### src/rtl/stripe_issuer_pkg.sv
// rtl/stripe_issuer_pkg.sv - shared types and default sizes for the stripe issuer
package stripe_issuer_pkg;

  localparam int BLOCK_WIDTH_D = 128;
  localparam int TAG_WIDTH_D   = 12;
  localparam int FIFO_DEPTH_D  = 4;

  typedef enum logic [1:0] {
    ST_IDLE,
    ST_RUN,
    ST_DRAIN,
    ST_FINISH
  } state_e;

  typedef struct packed {
    logic [TAG_WIDTH_D-1:0]   tag_a;
    logic [TAG_WIDTH_D-1:0]   tag_b;
    logic [BLOCK_WIDTH_D-1:0] d0;
    logic [BLOCK_WIDTH_D-1:0] d1;
  } beat_t;

endpackage

### src/rtl/stripe_issuer_beat_fifo.sv
// rtl/stripe_issuer_beat_fifo.sv - small synchronous beat FIFO with occupancy count
module beat_fifo
  import stripe_issuer_pkg::*;
#(
  parameter int DEPTH = FIFO_DEPTH_D
) (
  input  logic                     clk,
  input  logic                     rst_n,
  input  logic                     push,
  input  beat_t                    push_data,
  input  logic                     pop,
  output beat_t                    head,
  output logic [$clog2(DEPTH):0]   count,
  output logic                     empty
);

  localparam int PTR_W = $clog2(DEPTH);
  localparam int CW    = PTR_W + 1;

  beat_t            mem_q [DEPTH];
  logic [PTR_W-1:0] wr_ptr_q;
  logic [PTR_W-1:0] rd_ptr_q;
  logic [CW-1:0]    count_q;

  assign head  = mem_q[rd_ptr_q];
  assign count = count_q;
  assign empty = (count_q == '0);

  always_ff @(posedge clk or negedge rst_n) begin
    if (!rst_n) begin
      for (int i = 0; i < DEPTH; i++) mem_q[i] <= '0;
      wr_ptr_q <= '0;
      rd_ptr_q <= '0;
      count_q  <= '0;
    end else begin
      if (push) begin
        mem_q[wr_ptr_q] <= push_data;
        wr_ptr_q        <= wr_ptr_q + 1'b1;
      end
      if (pop) rd_ptr_q <= rd_ptr_q + 1'b1;
      if (push && !pop)      count_q <= count_q + 1'b1;
      else if (!push && pop) count_q <= count_q - 1'b1;
    end
  end

  // The producer throttles requests, so a push into a full FIFO is a design bug.
  a_no_overflow: assert property (@(posedge clk) disable iff (!rst_n)
    !(push && !pop && (count_q == CW'(DEPTH))));
  a_no_underflow: assert property (@(posedge clk) disable iff (!rst_n)
    !(pop && (count_q == '0)));

endmodule

### src/rtl/stripe_issuer.sv
// rtl/stripe_issuer.sv - walks two strided tag sequences, reads operand blocks, emits matched beats
module stripe_issuer
  import stripe_issuer_pkg::*;
#(
  parameter int BLOCK_WIDTH = BLOCK_WIDTH_D,
  parameter int TAG_WIDTH   = TAG_WIDTH_D,
  parameter int FIFO_DEPTH  = FIFO_DEPTH_D
) (
  input  logic                   clk,
  input  logic                   rst,
  input  logic                   cfg_valid,
  output logic                   cfg_ready,
  input  logic [TAG_WIDTH-1:0]   cfg_tag_a,
  input  logic [TAG_WIDTH-1:0]   cfg_tag_b,
  input  logic [TAG_WIDTH-1:0]   cfg_stride_a,
  input  logic [TAG_WIDTH-1:0]   cfg_stride_b,
  input  logic [TAG_WIDTH-1:0]   cfg_count,
  output logic                   mem_req,
  output logic [TAG_WIDTH-1:0]   mem_addr_a,
  output logic [TAG_WIDTH-1:0]   mem_addr_b,
  input  logic [BLOCK_WIDTH-1:0] mem_rdata_a,
  input  logic [BLOCK_WIDTH-1:0] mem_rdata_b,
  output logic                   out_valid,
  input  logic                   out_ready,
  output logic [TAG_WIDTH-1:0]   tagA_OUT,
  output logic [TAG_WIDTH-1:0]   tagB_OUT,
  output logic [BLOCK_WIDTH-1:0] d0_OUT,
  output logic [BLOCK_WIDTH-1:0] d1_OUT,
  output logic                   busy,
  output logic                   done
);

  localparam int CW = $clog2(FIFO_DEPTH) + 1;

  state_e               state_q;
  logic [TAG_WIDTH-1:0] tag_a_q, tag_b_q;
  logic [TAG_WIDTH-1:0] stride_a_q, stride_b_q;
  logic [TAG_WIDTH-1:0] remaining_q;
  logic [TAG_WIDTH-1:0] pipe_a_q, pipe_b_q;
  logic                 inflight_q;

  logic [CW-1:0] fifo_count;
  logic [CW:0]   occupancy;
  logic          fifo_empty;
  logic          room;
  logic          pop;
  beat_t         push_data;
  beat_t         head;

  // A request reserves a FIFO slot one cycle before its data lands.
  assign occupancy = {1'b0, fifo_count} + (CW+1)'(inflight_q);
  assign room      = occupancy < (CW+1)'(FIFO_DEPTH);
  assign mem_req   = (state_q == ST_RUN) && (remaining_q != '0) && room;

  assign mem_addr_a = tag_a_q;
  assign mem_addr_b = tag_b_q;

  assign cfg_ready = (state_q == ST_IDLE);
  assign busy      = (state_q != ST_IDLE);
  assign done      = (state_q == ST_FINISH);

  assign out_valid = !fifo_empty;
  assign pop       = out_valid && out_ready;
  assign tagA_OUT  = head.tag_a;
  assign tagB_OUT  = head.tag_b;
  assign d0_OUT    = head.d0;
  assign d1_OUT    = head.d1;

  assign push_data = '{tag_a: pipe_a_q, tag_b: pipe_b_q, d0: mem_rdata_a, d1: mem_rdata_b};

  always_ff @(posedge clk or negedge rst) begin
    if (!rst) begin
      state_q     <= ST_IDLE;
      tag_a_q     <= '0;
      tag_b_q     <= '0;
      stride_a_q  <= '0;
      stride_b_q  <= '0;
      remaining_q <= '0;
      pipe_a_q    <= '0;
      pipe_b_q    <= '0;
      inflight_q  <= 1'b0;
    end else begin
      inflight_q <= mem_req;
      if (mem_req) begin
        pipe_a_q <= tag_a_q;
        pipe_b_q <= tag_b_q;
      end
      case (state_q)
        ST_IDLE: begin
          if (cfg_valid) begin
            tag_a_q     <= cfg_tag_a;
            tag_b_q     <= cfg_tag_b;
            stride_a_q  <= cfg_stride_a;
            stride_b_q  <= cfg_stride_b;
            remaining_q <= cfg_count;
            state_q     <= (cfg_count == '0) ? ST_FINISH : ST_RUN;
          end
        end
        ST_RUN: begin
          if (mem_req) begin
            tag_a_q     <= tag_a_q + stride_a_q;
            tag_b_q     <= tag_b_q + stride_b_q;
            remaining_q <= remaining_q - 1'b1;
            if (remaining_q == TAG_WIDTH'(1)) state_q <= ST_DRAIN;
          end
        end
        ST_DRAIN: begin
          if ((fifo_count == '0) && !inflight_q && !pop) state_q <= ST_FINISH;
        end
        ST_FINISH: state_q <= ST_IDLE;
        default:   state_q <= ST_IDLE;
      endcase
    end
  end

  beat_fifo #(
    .DEPTH(FIFO_DEPTH)
  ) u_fifo (
    .clk      (clk),
    .rst_n    (rst),
    .push     (inflight_q),
    .push_data(push_data),
    .pop      (pop),
    .head     (head),
    .count    (fifo_count),
    .empty    (fifo_empty)
  );

endmodule

### config.mk
export PLATFORM = sky130hd
export DESIGN_NAME = stripe_issuer
export DESIGN_NICKNAME = d
export VERILOG_FILES = /design/src/rtl/stripe_issuer_pkg.sv /design/src/rtl/stripe_issuer_beat_fifo.sv /design/src/rtl/stripe_issuer.sv
export SDC_FILE = /design/constraint.sdc
export NUM_CORES = 1
export LEC_CHECK = 0
export ABC_AREA = 1
export ABC_CLOCK_PERIOD_IN_PS = 4800
export CORE_MARGIN = 1.5
export CORE_UTILIZATION = 30
export CTS_CLUSTER_DIAMETER = 200
export DETAILED_ROUTE_END_ITERATION = 10
export GPL_ROUTABILITY_DRIVEN = 0
export SYNTH_ARGS = -nofsm -noshare
export SYNTH_HDL_FRONTEND = slang
export SYNTH_SLANG_ARGS = --single-unit
### constraint.sdc
create_clock -name clk -period 4.8 [get_ports clk]
set_input_delay 0.96 -clock clk [delete_from_list [all_inputs] [get_ports clk]]
set_output_delay 0.96 -clock clk [all_outputs]
set_load 0.005 [all_outputs]
Yosys cells after proc, flatten, opt, wreduce, memory -nomap -nowiden
Index checks and enable logic that the tools add are counted.

storage, ports and cells
  bits in registers = 1214
  bits of input ports = 320
  output and inout bits = 309
  logic and storage cells = 94

operators by class
  add/subtract/negate cells = 8
  magnitude comparators = 4
  eq/ne operators = 8
  mux-type cells = 23
  bitwise gates (word level) = 2
  reductions and logical operators = 21

operators by type and width
  cell                   number
  $bwmux 1120            1
  $mux 280               3
  $bmux 280 s2           1
  $demux 280 s2          1
  $mux 12                6
  $pmux 12 s2            3
  $add 12x12->12         2
  $eq 12x1->1 const B    1
  $logic_not 12->1       1
  $reduce_bool 12->1     1
  $sub 12x1->12 const B  1
  $mux 2                 5
  $logic_and 1x1->1      8
  $pmux 2 s4             1
  $ge 3x3->1 const B     2
  $mux 3                 2
  $ne 2x2->1 const B     3
  $not 2->3              2
  $reduce_bool 2->1      3
  $add 2x1->2 const B    2
  $add 3x1->4            1
  $eq 2x2->1 const B     2
  $lt 4x3->1 const B     1
  $reduce_and 4->1       1
  other kinds (10)       12

Longest topological paths before layout
Gate-level depths: netlist of the first run.

  word-level depth = 7
  gate-level depth with buffers = 12

Hierarchy
A second synthesis of the first run with hierarchy kept.

second synthesis, totals
  cells, all modules = 6809
  area total of the unflattened synthesis = 57411.3 um2

modules (own cells, without submodules)
  module         times used  cells each  area each (um2)  seq. area each (um2)
  beat_fifo      1           6078        51904.8          28202.0
  stripe_issuer  1           731         5506.5           2177.1

Worst setup path after synthesis of the first run
No wires, ideal clock.

  path kind = flip-flop to output port
  start point = register u_fifo.rd_ptr_q[0]
  end point = output port tagA_OUT[10]
  data arrival time = 1.301 ns
  data required time = 3.840 ns
  slack = 2.539 ns
  stages on the path, launching flop included = 8
  buffers on the path = 4
  cells stage by stage = dfrtp_1 -> buf_4 -> inv_2 -> buf_4 -> buf_4 -> clkbuf_1 -> o21ai_0 -> o22ai_1

on the way
  cells in the longest elaborated chain, start to end = 4

ends and longest elaborated chain
  what                                         RTL line                       RTL
  from (decl)                                  stripe_issuer_beat_fifo.sv:22  logic [PTR_W-1:0] rd_ptr_q;
  from (signal assigned)                       stripe_issuer_beat_fifo.sv:40  if (pop) rd_ptr_q <= rd_ptr_q + 1'b1;
  $not 2->3 (implied by the code)              stripe_issuer_beat_fifo.sv:25  assign head = mem_q[rd_ptr_q];
  $bmux 280 s2                                 stripe_issuer_beat_fifo.sv:25
  $mux 280 (implied by the code) (2 in a row)  stripe_issuer_beat_fifo.sv:25
  to (decl)                                    stripe_issuer.sv:25            output logic [TAG_WIDTH-1:0] tagA_OUT,

No other way between the ends. The select of a mux whose other input is x is not followed.

Worst setup path after layout of the first run
  start point = register u_fifo.rd_ptr_q[0]
  end point = output port d1_OUT[25]

on the way
  cells in the longest elaborated chain, start to end = 4

ends and longest elaborated chain
  what                                         RTL line                       RTL
  $not 2->3 (implied by the code)              stripe_issuer_beat_fifo.sv:25
  $bmux 280 s2                                 stripe_issuer_beat_fifo.sv:25
  $mux 280 (implied by the code) (2 in a row)  stripe_issuer_beat_fifo.sv:25
  to (decl)                                    stripe_issuer.sv:28            output logic [BLOCK_WIDTH-1:0] d1_OUT,

No other way between the ends. The select of a mux whose other input is x is not followed.

==> flow_summary.ini, run 1 <==
[status]
run_status = completed

[critical_path]
crit_type = register to output pin
worst-path-max-fanout = 83
highest_cell_delay_on_the_worst_timing_path_ns = 0.59
start_kind = register
path_buf_inv = 3
data_required_time_of_the_worst_path_ns = 3.84
crit_path_top_delay_cell = sky130_fd_sc_hd__clkdlybuf4s50_1
critical_path_endpoint_category = output pin
path_cells = inv_8 > buf_4 > o21ai_0 > o22ai_1 > clkdlybuf4s50_1
cp_data_arrival_time_ns = 3.39
cell_family_contributing_the_most_delay_on_the_critical_path = buffers and inverters

[cts]
cts-root-buf = sky130_fd_sc_hd__clkbuf_16
post_cts_resized = 0
cts_hold_buffers = 0
tritoncts_clock_tree = done
max-clock-path-buffers = 3
cts.sinks = 1214
cts_buffers = 140
cts.htree.levels = 4
worst_skew_pair_latency_ns = 0.79
postCtsSetupBuffers = 0
clk_pin_slew_worst_paths_ns = 0.06

[routing]
detail_route.wirelength.met1_um = 70400
routed-wl-met3_um = 8930
drt-initial-drc-count = 4014
wl_um = 169000
drt.antenna.violating_nets = 0
drc_errors = 0
highest_layer = met5
detail_route.first_pass.iterations = 6
post_detailed_route_via_to_cell_ratio = 4.91
routedWlPerCell_um = 18.5
met2WireLength_um = 81700
dr_total_vias = 44700

[yosys]
yosysWarnings = 0
postSynthRegisterBits = 1214
postSynth.asyncResetShare_pct = 100
postSynth.topFlopCell = sky130_fd_sc_hd__dfrtp_1
post_synth_num_cell_types = 35
yosysSeqAreaShare_pct = 57.1
post_synth.cell_area_avg_sq_um = 8.54
synth_enable_flop_cells = 0
synth.cell_area_sq_um = 53200
synthesis.nets = 6583
netlist_instances = 6226

[sta]
finalCriticalPeriod_ns = 4.35
timing_worst_slew_pin_value_ns = 0.974
finalHoldViolations = 0
hold_slack_ns = 0.201
maxClockFrequency_mhz = 230
post-route-period-util_pct = 90.6
setup_viol = 0
slew_headroom_pct = 35.0
number_of_max_slew_violations_in_the_final_report = 0
final.setup_skew_ns = 0.0291
setup-tns-final_ns = 0
grt_setup_unrepaired = false

[power]
power.density_cell_area_nw_per_um2 = 777
peakVddDrop_mv = 0.483
fin_total_pwr_mw = 51.6
cellLeakagePower_nw = 30.6

[global_route]
grt_pass1_vias = 43400
grt.total_usage_pct = 18.4
largest_net_degree_at_the_start_of_global_routing = 160
antenna_found_initial = 34
grt_pass1_wl_um = 260000
grt_overflow = 0

[cells_and_area]
nNetsFinal = 6995
syn_to_final_growth_pct = 24.9
utilization_pct = 37.7
layout_commonest_cell = sky130_fd_sc_hd__o21ai_0
final_layout_size_suffix_gt1_share_pct = 5.63
layout_common_cells = sky130_fd_sc_hd__o21ai_0 (1729), sky130_fd_sc_hd__nand2_1 (1356), sky130_fd_sc_hd__dfrtp_1 (1212)

[die]
core_area_sq_um = 176000
initial_util_pct = 30.2
placement_rows = 154
die_width_um = 424
die_height_um = 424
design.die.area_sq_um = 180000
io_pins = 629

[min_path]
hp-class = input pin to asynchronous set/reset pin

[flow_run]
maxCapViolations = 0

[placement]
port-buffer-count = 628
hpwlAfterDp_um = 108000
synth_stat cells (5+ instances only):
master	n	share of area, %
sky130_fd_sc_hd__xor2_1	6	0.099
sky130_fd_sc_hd__inv_1	369	2.6
sky130_fd_sc_hd__buf_4	18	0.25
sky130_fd_sc_hd__ha_1	34	0.80
sky130_fd_sc_hd__o22ai_1	280	3.3
sky130_fd_sc_hd__nor2_1	637	4.5
sky130_fd_sc_hd__o21ai_0	1729	16
sky130_fd_sc_hd__buf_6	5	0.11
sky130_fd_sc_hd__nand3_1	39	0.37
sky130_fd_sc_hd__o21ai_2	20	0.33
sky130_fd_sc_hd__buf_2	152	1.4
sky130_fd_sc_hd__a21oi_1	18	0.17
sky130_fd_sc_hd__nand4_1	7	0.082
sky130_fd_sc_hd__dfrtp_1	1214	57
sky130_fd_sc_hd__nand2_1	1360	9.6
sky130_fd_sc_hd__mux2_2	23	0.49
sky130_fd_sc_hd__o21bai_1	6	0.085
sky130_fd_sc_hd__clkbuf_1	275	1.9
metrics by stage:
step | worst slack [ns] | cells | instance area, sq um
after floorplan | 2.54 | 6226 | 53200
after global placement | 1.22 | 8836 | 61700
after detailed placement | 1.24 | 8836 | 61700
after CTS | 0.353 | 9091 | 66400
after global routing | 0.225 | 9114 | 66400
final | 0.451 | 9116 | 66400
state kept, by name, summed over array words and instances (netlist names), 3 cells and up:
register and count:
mem_addr_a 12, mem_addr_b 12, pipe_a_q 12, pipe_b_q 12, remaining_q 12, stride_a_q 12, stride_b_q 12, u_fifo.count 3
u_fifo.mem_q 1120
where the power goes:
part           switching (mW)  internal, mW  leakage [nW]
Combinational            12.8          9.70          13.6
Clock                    4.42          6.43          2.31
Sequential               2.86          15.4          14.7
Total                    20.1          31.5          30.6
final timing paths:
path | startpoint | end | slack, ns | depth (start not counted)
max | u_fifo.rd_ptr_q[0]$_DFFE_PN0P_ | d1_OUT[25] | 0.45 | 5
min | rst | stride_b_q[11]$_DFFE_PN0P_ | 0.20 | 1
max reg2reg | inflight_q$_DFF_PN0_ | mem_addr_b[6]$_DFFE_PN0P_ | 2.11 | 10
min reg2reg | u_fifo.mem_q[543]$_DFFE_PN0P_ | u_fifo.mem_q[543]$_DFFE_PN0P_ | 0.48 | 2
max in group asynchronous | rst | u_fifo.mem_q[1093]$_DFFE_PN0P_ | 3.27 | 3
min in group clk | u_fifo.mem_q[543]$_DFFE_PN0P_ | u_fifo.mem_q[543]$_DFFE_PN0P_ | 0.48 | 2
logic make-up after synthesis:
kind of cell	Yosys count	share of synthesized area [%]
multiplexers	23	0.487
adder cells (fa/ha/maj)	37	0.913
flip-flops	1214	57.1
AND/OR/NAND/NOR	2056	14.7
buffers and inverters	828	6.42
XOR/XNOR	9	0.148
AO/OA/AOI/OAI	2059	20.2
layout make-up:
cell class / count / area, sq um
Fill cell: 17800 / 110000
Clock inverter: 40 / 498
Tap cell: 2340 / 2930
Antenna cell: 25 / 62.6
Multi-Input combinational cell: 4184 / 19400
Inverter: 373 / 1420
Clock buffer: 215 / 4200
Timing Repair Buffer: 725 / 7520
Sequential cell: 1214 / 30400
metal layers:
layer | up-vias | global-route usage (%)
li1 | 21400 | -
met1 | 21700 | 23.1
met2 | 1280 | 30.2
met3 | 293 | 3.46
met4 | 12 | 9.39
met5 | - | 0
Note: power is estimated with default switching activity, not from simulation.
==> inputs of run 2 (changes only) <==
--- a/config.mk
+++ b/config.mk
@@ -5,8 +5,8 @@
 export SDC_FILE = /design/constraint.sdc
 export NUM_CORES = 1
 export LEC_CHECK = 0
-export ABC_AREA = 1
 export ABC_CLOCK_PERIOD_IN_PS = 4800
+export CORE_ASPECT_RATIO = 0.8
 export CORE_MARGIN = 1.5
 export CORE_UTILIZATION = 30
 export CTS_CLUSTER_DIAMETER = 200
==> run 2 against run 1 <==
Compared with the run above:
- critical path depth shrank 1
- first-iteration DRC count shrank 60%
- critical endpoint is now d1_OUT[107]
- clock power down 5%
- combinational power is essentially flat
- via count down 31%
- clock-buffer cell count is 9 lower
- sequential share of layout area fell by 0.32 points
- sequential power about the same
==> flow_summary.ini, run 2 <==
[status]
run_status = completed

[placement]
port-buffer-count = 628
placed_area_sq_um = 62500
pre_cts_ws_ns = 1.31
hpwlAfterDp_um = 93200

[die]
core_area_sq_um = 175000
io_pins = 629
design.die.area_sq_um = 179000
die_width_um = 473
initial_util_pct = 30.3
placement_rows = 137
die_height_um = 379

[routing]
routedWlPerCell_um = 21.9
drc_errors = 0
post_detailed_route_via_to_cell_ratio = 4.82
wl_um = 140000
dr_total_vias = 30700
drt-initial-drc-count = 1595
detail_route.first_pass.iterations = 7
drt.antenna.violating_nets = 0

[yosys]
synth_enable_flop_cells = 0
synthesis.nets = 3613
synth_top_area_share_pct = 57.3
post_synth_num_cell_types = 52
yosysSeqAreaShare_pct = 57.3
synth.cell_area_sq_um = 53000
yosysWarnings = 0
post_synth.cell_area_avg_sq_um = 16.3
postSynth.topFlopCell = sky130_fd_sc_hd__dfrtp_1
netlist_instances = 3256
postSynthRegisterBits = 1214
synth_top_cells_by_area = sky130_fd_sc_hd__dfrtp_1 (57%), sky130_fd_sc_hd__mux2_2 (24%), sky130_fd_sc_hd__mux4_2 (12%)
postSynth.asyncResetShare_pct = 100
synth_commonest_cells = sky130_fd_sc_hd__dfrtp_1 (1214), sky130_fd_sc_hd__mux2_2 (1148), sky130_fd_sc_hd__mux4_2 (280)
synth.most_common_cell = sky130_fd_sc_hd__dfrtp_1
post-synth-top-area-cell = sky130_fd_sc_hd__dfrtp_1

[critical_path]
critical_path_endpoint_category = output pin
cp_data_arrival_time_ns = 3.23
worst-path-max-fanout = 31
data_required_time_of_the_worst_path_ns = 3.84
start_kind = register
rr_startpoint = state_q[1]$_DFFE_PN0P_
launch_point_of_the_critical_path = u_fifo.rd_ptr_q[0]$_DFFE_PN0P_
reg2reg_setup_slack_ns = 1.83
crit_type = register to output pin

[global_route]
grt_pass1_wl_um = 213000
grt_pass1_vias = 32400
antenna_found_initial = 17
largest_net_degree_at_the_start_of_global_routing = 142
grt.total_usage_pct = 15.5
grt_overflow = 0

[cells_and_area]
syn_to_final_growth_pct = 26.2
layout_commonest_cell = sky130_fd_sc_hd__dfrtp_1
largest_register_ff_count = 1120
nNetsFinal = 4264
final_layout_size_suffix_gt1_share_pct = 43.2
layout.cell_area.non_filler_sq_um = 66900
layout_common_cells = sky130_fd_sc_hd__dfrtp_1 (1212), sky130_fd_sc_hd__mux2_2 (1148), sky130_fd_sc_hd__clkdlybuf4s50_1 (627)
largest_register = u_fifo.mem_q

[sta]
post-route-period-util_pct = 87.4
grt_setup_unrepaired = false
final.setup_skew_ns = 0.0224
slew_headroom_pct = 34.0
finalCriticalPeriod_ns = 4.19
maxClockFrequency_mhz = 238
timing_worst_slew_pin_value_ns = 0.990
timing.final.ws_setup_ns = 0.605
setup_viol = 0
number_of_max_slew_violations_in_the_final_report = 0
setup-tns-final_ns = 0
finalHoldViolations = 0

[min_path]
hp-class = input pin to asynchronous set/reset pin

[cts]
cts-root-buf = sky130_fd_sc_hd__clkbuf_16
tritoncts_clock_tree = done
cts.htree.levels = 4
post_cts_resized = 0
cts.sinks = 1214
clk_pin_slew_worst_paths_ns = 0.06
postCtsSetupBuffers = 0
cts_buffers = 138
cts_hold_buffers = 0
worst_skew_pair_latency_ns = 0.77
max-clock-path-buffers = 3

[power]
cellLeakagePower_nw = 27.5
peakVddDrop_mv = 0.358
power.density_cell_area_nw_per_um2 = 767

[flow_run]
maxCapViolations = 0
[run 2: routing by layer]
layer	part of all wire, %	up-vias	GRT usage (%)
met5	0.069	-	0
met4	2.8	14	5.28
met3	4.1	208	3.33
met2	49	543	25.0
met1	44	16500	20.6
li1	-	13500	-
[run 2: worst paths after layout]
| path | end | cells after the start |
|---|---|---|
| max | d1_OUT[107] | 4 |
| min | u_fifo.mem_q[831]$_DFFE_PN0P_ | 1 |
| max reg2reg | mem_addr_b[10]$_DFFE_PN0P_ | 10 |
| min reg2reg | u_fifo.mem_q[386]$_DFFE_PN0P_ | 1 |
| max in group asynchronous | u_fifo.mem_q[756]$_DFFE_PN0P_ | 2 |
| min in group clk | u_fifo.mem_q[386]$_DFFE_PN0P_ | 1 |
[run 2: logic make-up after synthesis]
logic type               after synthesis  synth area share, %
adder cells (fa/ha/maj)               37                0.915
AO/OA/AOI/OAI                        146                 1.74
AND/OR/NAND/NOR                      193                 1.69
multiplexers                        1432                 36.3
flip-flops                          1214                 57.3
XOR/XNOR                              10                0.165
buffers and inverters                224                 1.88
[run 2: per-stage QoR]
stage / power (mW) / utilization [%] / hold slack [ns] / instances
6_report: 51.4 / 38.2 / 0.143 / 6379
5_1_grt: 54.4 / 38.2 / 0.159 / 6379
4_1_cts: 52.1 / 38.2 / 0.152 / 6371
3_5_place_dp: 41.4 / 35.7 / 0.487 / 6130
3_3_place_gp: 41.0 / 35.7 / 0.482 / 6130
2_1_floorplan: 30.8 / - / 0.474 / 3256
[run 2: layout make-up]
| type | instances | area (sq um) |
|---|---|---|
| clock inverter | 35 | 439 |
| fill | 16300 | 108000 |
| multi-input combinational | 1818 | 21700 |
| sequential | 1214 | 30400 |
| timing repair buffer | 717 | 7340 |
| clock buffer | 206 | 4000 |
| inverter | 18 | 67.6 |
| tap | 2363 | 2960 |
| antenna | 8 | 20.0 |
[run 2: worst max-delay path, cell delays in order (launching register included)]
cell	delay, ns
sky130_fd_sc_hd__dfrtp_4	0.67
sky130_fd_sc_hd__buf_12	0.36
sky130_fd_sc_hd__buf_12	0.30
sky130_fd_sc_hd__mux4_2	0.54
sky130_fd_sc_hd__clkdlybuf4s50_1	0.54
[run 2: power breakdown]
| group | internal (mW) | total [mW] | switching, mW |
|---|---|---|---|
| logic | 13.8 | 22.5 | 8.66 |
| registers | 15.5 | 18.5 | 2.97 |
| clock network | 6.07 | 10.4 | 4.35 |
| total | 35.4 | 51.4 | 16.0 |
